$ cat config.mk
export PLATFORM = sky130hd
export DESIGN_NAME = int_to_flt
export DESIGN_NICKNAME = d
export VERILOG_FILES = /design/src/rtl/fpu_pkg.sv /design/src/rtl/lzc32.sv /design/src/rtl/int_to_flt.sv
export SDC_FILE = /design/constraint.sdc
export NUM_CORES = 1
export LEC_CHECK = 0
export ABC_AREA = 1
export CAP_MARGIN = 20
export CORE_ASPECT_RATIO = 1.25
export CORE_MARGIN = 10
export CORE_UTILIZATION = 53
export DETAILED_ROUTE_END_ITERATION = 10
export GPL_ROUTABILITY_DRIVEN = 0
export PLACE_DENSITY = 0.77
export SETUP_SLACK_MARGIN = 0.4
export SLEW_MARGIN = 5
export SYNTH_ARGS = -nofsm -noshare
export SYNTH_HDL_FRONTEND = slang
export SYNTH_SLANG_ARGS = --single-unit
$ cat constraint.sdc
create_clock -name clk -period 3.6 [get_ports clk]
set_input_delay 0.54 -clock clk [delete_from_list [all_inputs] [get_ports clk]]
set_output_delay 0.54 -clock clk [all_outputs]
set_load 0.1 [all_outputs]
$ cat src/rtl/fpu_pkg.sv
// Shared definitions for the integer-to-float converter.
// The FSM states and exponent constants live here so that the RTL and the bench agree on them.
package fpu_pkg;

    typedef enum logic [2:0] {
        GET_A,
        CONVERT,
        NORMALISE,
        ROUND,
        PACK,
        PUT_Z
    } state_e;

    localparam logic [7:0] EXP_BIAS = 8'd127;
    localparam logic [7:0] EXP_BASE = 8'd158;

endpackage

$ cat src/rtl/lzc32.sv
// Combinational leading-zero counter for a 32-bit word.
// An all-zero input yields a count of 32.
module lzc32 (
    input  logic [31:0] value_i,
    output logic [5:0]  count_o
);

    // The highest set bit is visited last, so its count is the one that remains.
    always_comb begin
        count_o = 6'd32;
        for (int i = 0; i < 32; i++) begin
            if (value_i[i]) begin
                count_o = 6'(31 - i);
            end
        end
    end

endmodule

$ cat src/rtl/int_to_flt.sv
// Multi-cycle conversion of a signed or unsigned 32-bit integer to an IEEE-754 single.
// A strobe/ack handshake is used on both sides, and only one conversion is in flight at a time.
module int_to_flt
    import fpu_pkg::*;
(
    input  logic        clk,
    input  logic        rst,
    input  logic [31:0] input_a,
    input  logic        input_a_is_unsigned,
    input  logic        input_a_stb,
    output logic        input_a_ack,
    output logic [31:0] output_z,
    output logic        output_z_stb,
    input  logic        output_z_ack
);

    state_e      state_q, state_d;
    logic        ack_q;
    logic        zstb_q;
    logic [31:0] z_q;

    logic [31:0] a_q;
    logic        unsigned_q;
    logic        sign_q;
    logic [31:0] mag_q;
    logic [31:0] norm_q;
    logic [7:0]  exp_q;
    logic [22:0] frac_q;

    logic [31:0] magAbs;
    logic [5:0]  lz;
    logic        roundUp;
    logic [23:0] fracSum;

    lzc32 u_lzc (
        .value_i (mag_q),
        .count_o (lz)
    );

    assign magAbs = (a_q[31] && !unsigned_q) ? (~a_q + 32'd1) : a_q;

    // The fraction carry-out equals the mantissa carry-out because the leading bit is always one.
    assign roundUp = norm_q[7] & (norm_q[6] | (|norm_q[5:0]) | norm_q[8]);
    assign fracSum = {1'b0, norm_q[30:8]} + {23'd0, roundUp};

    always_comb begin
        state_d = state_q;
        case (state_q)
            GET_A:     if (input_a_stb && ack_q) state_d = CONVERT;
            CONVERT:   state_d = NORMALISE;
            NORMALISE: state_d = ROUND;
            ROUND:     state_d = PACK;
            PACK:      state_d = PUT_Z;
            PUT_Z:     if (output_z_ack && zstb_q) state_d = GET_A;
            default:   state_d = GET_A;
        endcase
    end

    // The handshake flags are registered from the next state so that they line up with the state register.
    always_ff @(posedge clk) begin
        if (rst) begin
            state_q <= GET_A;
            ack_q   <= 1'b0;
            zstb_q  <= 1'b0;
            z_q     <= 32'd0;
        end else begin
            state_q <= state_d;
            ack_q   <= (state_d == GET_A);
            zstb_q  <= (state_d == PUT_Z);
            if (state_q == PACK) begin
                z_q <= norm_q[31] ? {sign_q, exp_q, frac_q} : 32'd0;
            end
        end
    end

    always_ff @(posedge clk) begin
        case (state_q)
            GET_A: begin
                if (input_a_stb && ack_q) begin
                    a_q        <= input_a;
                    unsigned_q <= input_a_is_unsigned;
                end
            end
            CONVERT: begin
                sign_q <= a_q[31] & ~unsigned_q;
                mag_q  <= magAbs;
            end
            NORMALISE: begin
                norm_q <= mag_q << lz;
                exp_q  <= EXP_BASE - {2'b00, lz};
            end
            ROUND: begin
                frac_q <= fracSum[22:0];
                if (fracSum[23]) begin
                    exp_q <= exp_q + 8'd1;
                end
            end
            default: ;
        endcase
    end

    assign input_a_ack  = ack_q;
    assign output_z     = z_q;
    assign output_z_stb = zstb_q;

endmodule

# After elaboration in Yosys (flattened, before gate mapping)
# Index checks and enable logic that the tools add are counted.
[op_classes]
n_addsub = 4
eq_ne = 7
shift = 1
mux = 39
bitwise_logic = 6
n_reduce_logical = 10
[ops]
columns = ["operator", "n"]
rows = [
  ["$mux W6", 32],
  ["$mux W32", 2],
  ["$add A32 B1 Y32 const B", 1],
  ["$not A32 Y32", 1],
  ["$shl A32 B6 Y32", 1],
  ["$add A23 B1 Y24", 1],
  ["$pmux W3 S6", 1],
  ["$pmux W8 S2", 1],
  ["$eq A3 B3 Y1 const B", 3],
  ["$add A8 B1 Y8 const B", 1],
  ["$mux W8", 1],
  ["$sub A8 B6 Y8 const A", 1],
  ["$eq A3 B2 Y1 const B", 2],
  ["$logic_not A3 Y1", 2],
  ["$mux W3", 2],
  ["$reduce_or A6 Y1", 1],
  ["$reduce_and A2 Y1", 2],
  ["$eq A3 B1 Y1 const B", 1],
  ["$logic_and A1 B1 Y1", 3],
  ["$and A1 B1 Y1", 2],
  ["$ne A2 B2 Y1 const B", 1],
  ["$or A1 B1 Y1", 2],
  ["$reduce_bool A2 Y1", 1],
  ["$logic_not A1 Y1", 1],
  ["$not A1 Y1", 1],
]
[totals]
ff_bits = 166
input_bits = 37
out_inout_bits = 34
elab_cells = 78

# Logic depth before layout (Yosys ltp)
# Gate-level depths: netlist of the first run.
[depth]
depth_word = 34
depth_mapped = 41
depth_no_buf = 40

# By module
# Synthesis of the first run repeated with hierarchy kept, for this count alone.
[hier_totals]
cells_unflattened = 1125
area_unflattened_um2 = 9397.8
[modules_own_cells]
columns = ["module", "n_inst", "cells_each", "area_per_inst_um2", "seq_area_each_um2"]
rows = [
  ["int_to_flt", 1, 1015, 8948.6, 4614.4],
  ["lzc32", 1, 110, 449.2, 0.0],
]

# Least setup slack after synthesis of the first run
# No wires, ideal clock.
[synth_path]
kind = "register -> register"
startpoint = "register state_q[1]"
endpoint = "register exp_q[0], enable pin"
setup_ps = 384
arrival_time_ps = 3278
required_time_ps = 3216
slack_ps = -62
stages_incl_launch_ff = 5
path_buffers = 0
synth_period_minus_slack_ps = 3662
cell_sequence = "dfxtp_1 -> inv_1 -> nor3_1 -> inv_1 -> o21ai_0"
[synth_between]
elab_chain_len = 3
word_cells_on_any_way = 5
cone_classes = "eq/ne (3); reduce/logical (2)"
[synth_lines]
columns = ["element", "line_no", "source"]
rows = [
  ["start: declaration", "int_to_flt.sv:17", "state_e state_q, state_d;"],
  ["start signal: assignment", "int_to_flt.sv:67", "state_q <= state_d;"],
  ["$eq A3 B2 Y1", "int_to_flt.sv:77", "case (state_q)"],
  ["$ne A2 B2 Y1 (no source line) or $reduce_bool A2 Y1 (tied branches)", "n/a", ""],
  ["$reduce_and A2 Y1 (no source line) (*)", "n/a", ""],
  ["end signal: assignment", "int_to_flt.sv:90", "exp_q <= EXP_BASE - {2'b00, lz};"],
  ["end signal: assignment", "int_to_flt.sv:95", "exp_q <= exp_q + 8'd1;"],
  ["end: declaration", "int_to_flt.sv:27", "logic [7:0] exp_q;"],
]
# Every way passes the cells marked *; elsewhere a longest branch is shown, timed or not.
# A chain may end at the register's enable or synchronous reset.

# Worst setup path after layout of the first run
[layout_path]
startpoint = "register mag_q[2]"
endpoint = "register norm_q[10], data pin"
[layout_between]
elab_chain_len = 31
[layout_lines]
columns = ["element", "line_no", "source"]
rows = [
  ["start: declaration", "int_to_flt.sv:25", "logic [31:0] mag_q;"],
  ["start signal: assignment", "int_to_flt.sv:86", "mag_q <= magAbs;"],
  ["$mux W6 (30 in series)", "lzc32.sv:12", "if (value_i[i]) begin"],
  ["$shl A32 B6 Y32 (*)", "int_to_flt.sv:89", "norm_q <= mag_q << lz;"],
  ["end signal: assignment", "int_to_flt.sv:89", ""],
  ["end: declaration", "int_to_flt.sv:26", "logic [31:0] norm_q;"],
]
# Marks and branches as above.

==> out/qor.txt, run 1 <==
Cell Area, Synth: 8780 sq um
Top-count cell post-synth: nand3_1
Max H-tree Level: 4
IO Count: 71
Layout net count: 1162
Top cells by area, synth: edfxtp_1, nand3_1, nand2_1
Initial antenna violation count: 0
P_int: 3.92 mW
Post-synth EDFFs: 129
FP Rows: 52
Port bufs: 70
Hold-fix buffers at CTS: 0
Sink Count: 166
N_diodes: 0
Pwr dens: 537 nW/um^2
Starting Density: 54.2%
Peak supply drop: 344 uV
CTS tree: built
Crit-path max FO: 32
Area of the multi-input gates: 3830 sq um
CORE AREA: 16200 sq um
MaxCap Viol Count: 0
Async SR Flop Fraction: 0%
Area Overhead vs Synth: 22.5%
Fmax: 0.306 GHz
Post-synth top cells: nand3_1, nand2_1, edfxtp_1
DIE AREA: 22100 sq um
Worst slew margin: 32.3%
Final setup fails: 0
Met3 usage: 3.94%
Switching Fraction: 32.1%
Initial DRT Pass Iterations: 8
Root Buffer: clkbuf_16
Cell taking the most area after synthesis: edfxtp_1
Clock slew at reported path FFs: 60 ps
Worst EP required: 3770 ps
Drt wl/cell: 14.9 um
Die W: 135 um
Post-Route WL: 20100 um
Worst hold path class: reg -> reg
Status: finished clean
Layout cells sized above 1: 10.9%
Synth Net Count: 1077
Detailed Place HPWL: 14000 um
Net switching power: 1.86 mW
Worst-Margin Slew: 1020 ps
Die Y-Extent: 164 um
Crit path cell chain: buf_4, o311ai_2, nand3_1, nand3_1, o311ai_0, nand3_1, nand3_1, nand3_1, nand3_1, nand3_1, nand3_1, a21oi_4, buf_12, inv_1, buf_6, nand3_1, nand2_1, nand2_1, nand2_1, nand2_2, nor2_1
Period utilisation layout: 90.7%
Grt met1 use: 18.7%
RSZ-0062 raised after global routing: true
Pre-CTS WS: 303 ps
Drt initial violations: 616
Clock latency on the worst-skew pair: 430 ps
Yosys Warn Count: 0
Largest net degree at the start of global routing: 38
CTS buffer count: 17
Clk_skew: 12.3 ps
GR Overflow Total: 0
Top Usage Layer GRT: met2
Mean Syn Cell Area: 8.47 sq um
Leak: 4.24 nW
Max-slew violation count: 0
Residual DRC: 0
Post-synth top area share: 44.1%
CP Capture Type: flip-flop
Buffers and inverters on the worst path: 4
Sequential share of the synthesized area: 52.6%
Fill count: 1284
DR vias/cell: 5.58
Most frequent CP cell: nand3_1
Synth Flop Type: edfxtp_1
Crit start category: flip-flop
Final setup margin: 334 ps
Vias in the first global route: 7028
Gr usage total: 17.5%
Post-synth cell types: 38
Setup TNS Final: 0 ps
Post-synthesis register bit count: 166
Crit path DAT: 3440 ps
Delay-heaviest family, CP: simple AND/OR/NAND/NOR gates
Reg area: 4610 sq um
Vias: 7536
Final hold vios: 0
CP max-delay cell: edfxtp_1
Clock power share: 29.8%
CTS Buffer Depth: 2
DRT antenna net count: 0
Critical Path Max Stage Delay: 420 ps
Fin crit period: 3270 ps
Post-Synthesis Cells: 1036
Combinational cell fraction of total power: 26.4%
GRT met2 Usage: 31.0%
First-pass GRT wire length: 31700 um
Seq pwr share: 43.8%
Critical path class: reg -> reg
==> cell families (layout without fill, tap and decap cells) <==
family          count (synthesis)  after routing  share of synthesized area [%]
simple gates                  590            591                           30.0
flops                         166            166                           52.6
buf+inv                       148            245                           6.70
compound gates                 72             72                           4.53
xor+xnor                       56             56                           5.59
fa+ha+maj                       4              4                          0.570
==> metrics by stage <==
stage	instance area, sq um	instances	util [%]	total power [mW]	hold WS, ps
after CTS	10400	1333	64.2	5.66	464
after global placement	9740	1297	60.1	3.87	451
after global routing	10800	1350	66.4	6.06	482
after detailed placement	9740	1297	60.1	3.89	454
final	10800	1350	66.4	5.78	462
after floorplan	8780	1036	-	3.54	451
==> worst register-to-register path: cells and delay by family (launching register included) <==
| family | cells | cell delay, ps |
|---|---|---|
| compound gates | 3 | 660 |
| buf+inv | 4 | 550 |
| flops | 1 | 420 |
| simple gates | 14 | 1400 |
==> flip-flops by register name, indices dropped and copies added (netlist names) <==
register / cells
output_z_stb: 1
frac_q: 23
exp_q: 8
norm_q: 32
state_q: 3
mag_q: 32
input_a_ack: 1
sign_q: 1
output_z: 32
a_q: 32
unsigned_q: 1
==> area by class of cell <==
| cell class | instances | area share, % |
|---|---|---|
| Tap cell | 216 | 2.51 |
| Timing Repair Buffer | 112 | 10.1 |
| Clock inverter | 8 | 0.582 |
| Multi-Input combinational cell | 723 | 35.6 |
| Clock buffer | 24 | 4.78 |
| Inverter | 101 | 3.53 |
| Sequential cell | 166 | 42.9 |
==> power by group through the flow <==
stage | combinational (mW) | sequential (mW) | clock, mW
detailed placement | 1.34 | 2.56 | 0
floorplan | 0.934 | 2.60 | 0
global placement | 1.32 | 2.55 | 0
CTS | 1.39 | 2.52 | 1.75
global route | 1.68 | 2.55 | 1.84
finish | 1.52 | 2.53 | 1.72
==> metal layers <==
layer | vias to the layer above | routed length, um
met5 | - | 0
met4 | 0 | 889
met3 | 68 | 1200
met2 | 308 | 10400
met1 | 3466 | 7620
li1 | 3694 | -
==> worst paths after layout <==
kind | start | end | slack (ps) | depth (start not counted)
worst min register to register | output_z[9] | output_z[9] | 460 | 2
worst min-delay path | output_z[9] | output_z[9] | 460 | 2
worst max register to register | mag_q[2] | norm_q[10] | 330 | 21
worst max-delay path | mag_q[2] | norm_q[10] | 330 | 21
==> cells in the final DEF, fill, tap and decap left out, drive strengths merged <==
cell / synthesis / final
clkinvlp: 0 / 2
nand4: 9 / 9
nor4: 8 / 8
a31oi: 1 / 1
o22ai: 1 / 1
nand2: 224 / 225
nand3b: 1 / 1
bufbuf: 0 / 1
nand3: 237 / 237
xnor2: 21 / 21
a21oi: 40 / 40
o311ai: 3 / 3
clkinv: 1 / 5
o21ai: 20 / 20
a22oi: 1 / 1
clkdlybuf4s50: 0 / 70
o41ai: 2 / 2
a21o: 1 / 1
xor2: 35 / 35
dfxtp: 37 / 37
and3: 2 / 2
ha: 4 / 4
inv: 100 / 102
o211ai: 1 / 1
buf: 17 / 41
nor2: 79 / 79
clkbuf: 30 / 24
edfxtp: 129 / 129
nor3b: 3 / 3
nor3: 27 / 27
o31ai: 1 / 1
a21boi: 1 / 1
==> what timing repair did <==
| action | CTS | global route |
|---|---|---|
| cloned | 1 | 2 |
| resized for setup | 6 | 50 |
| buffers inserted | 3 | 15 |
| pin swaps | 1 | 4 |
| endpoints found under the setup margin | 19 | 41 |
| hold endpoints to repair | 0 | 0 |
No activity file was read; power rests on OpenSTA's default activity.
==> inputs of run 2 (changes only) <==
--- a/config.mk
+++ b/config.mk
@@ -14,7 +14,6 @@
 export GPL_ROUTABILITY_DRIVEN = 0
 export PLACE_DENSITY = 0.77
 export SETUP_SLACK_MARGIN = 0.4
-export SLEW_MARGIN = 5
 export SYNTH_ARGS = -nofsm -noshare
 export SYNTH_HDL_FRONTEND = slang
 export SYNTH_SLANG_ARGS = --single-unit
==> results of run 2 <==
Same layout as run 1: the final DEF is identical, and so are final timing and power.
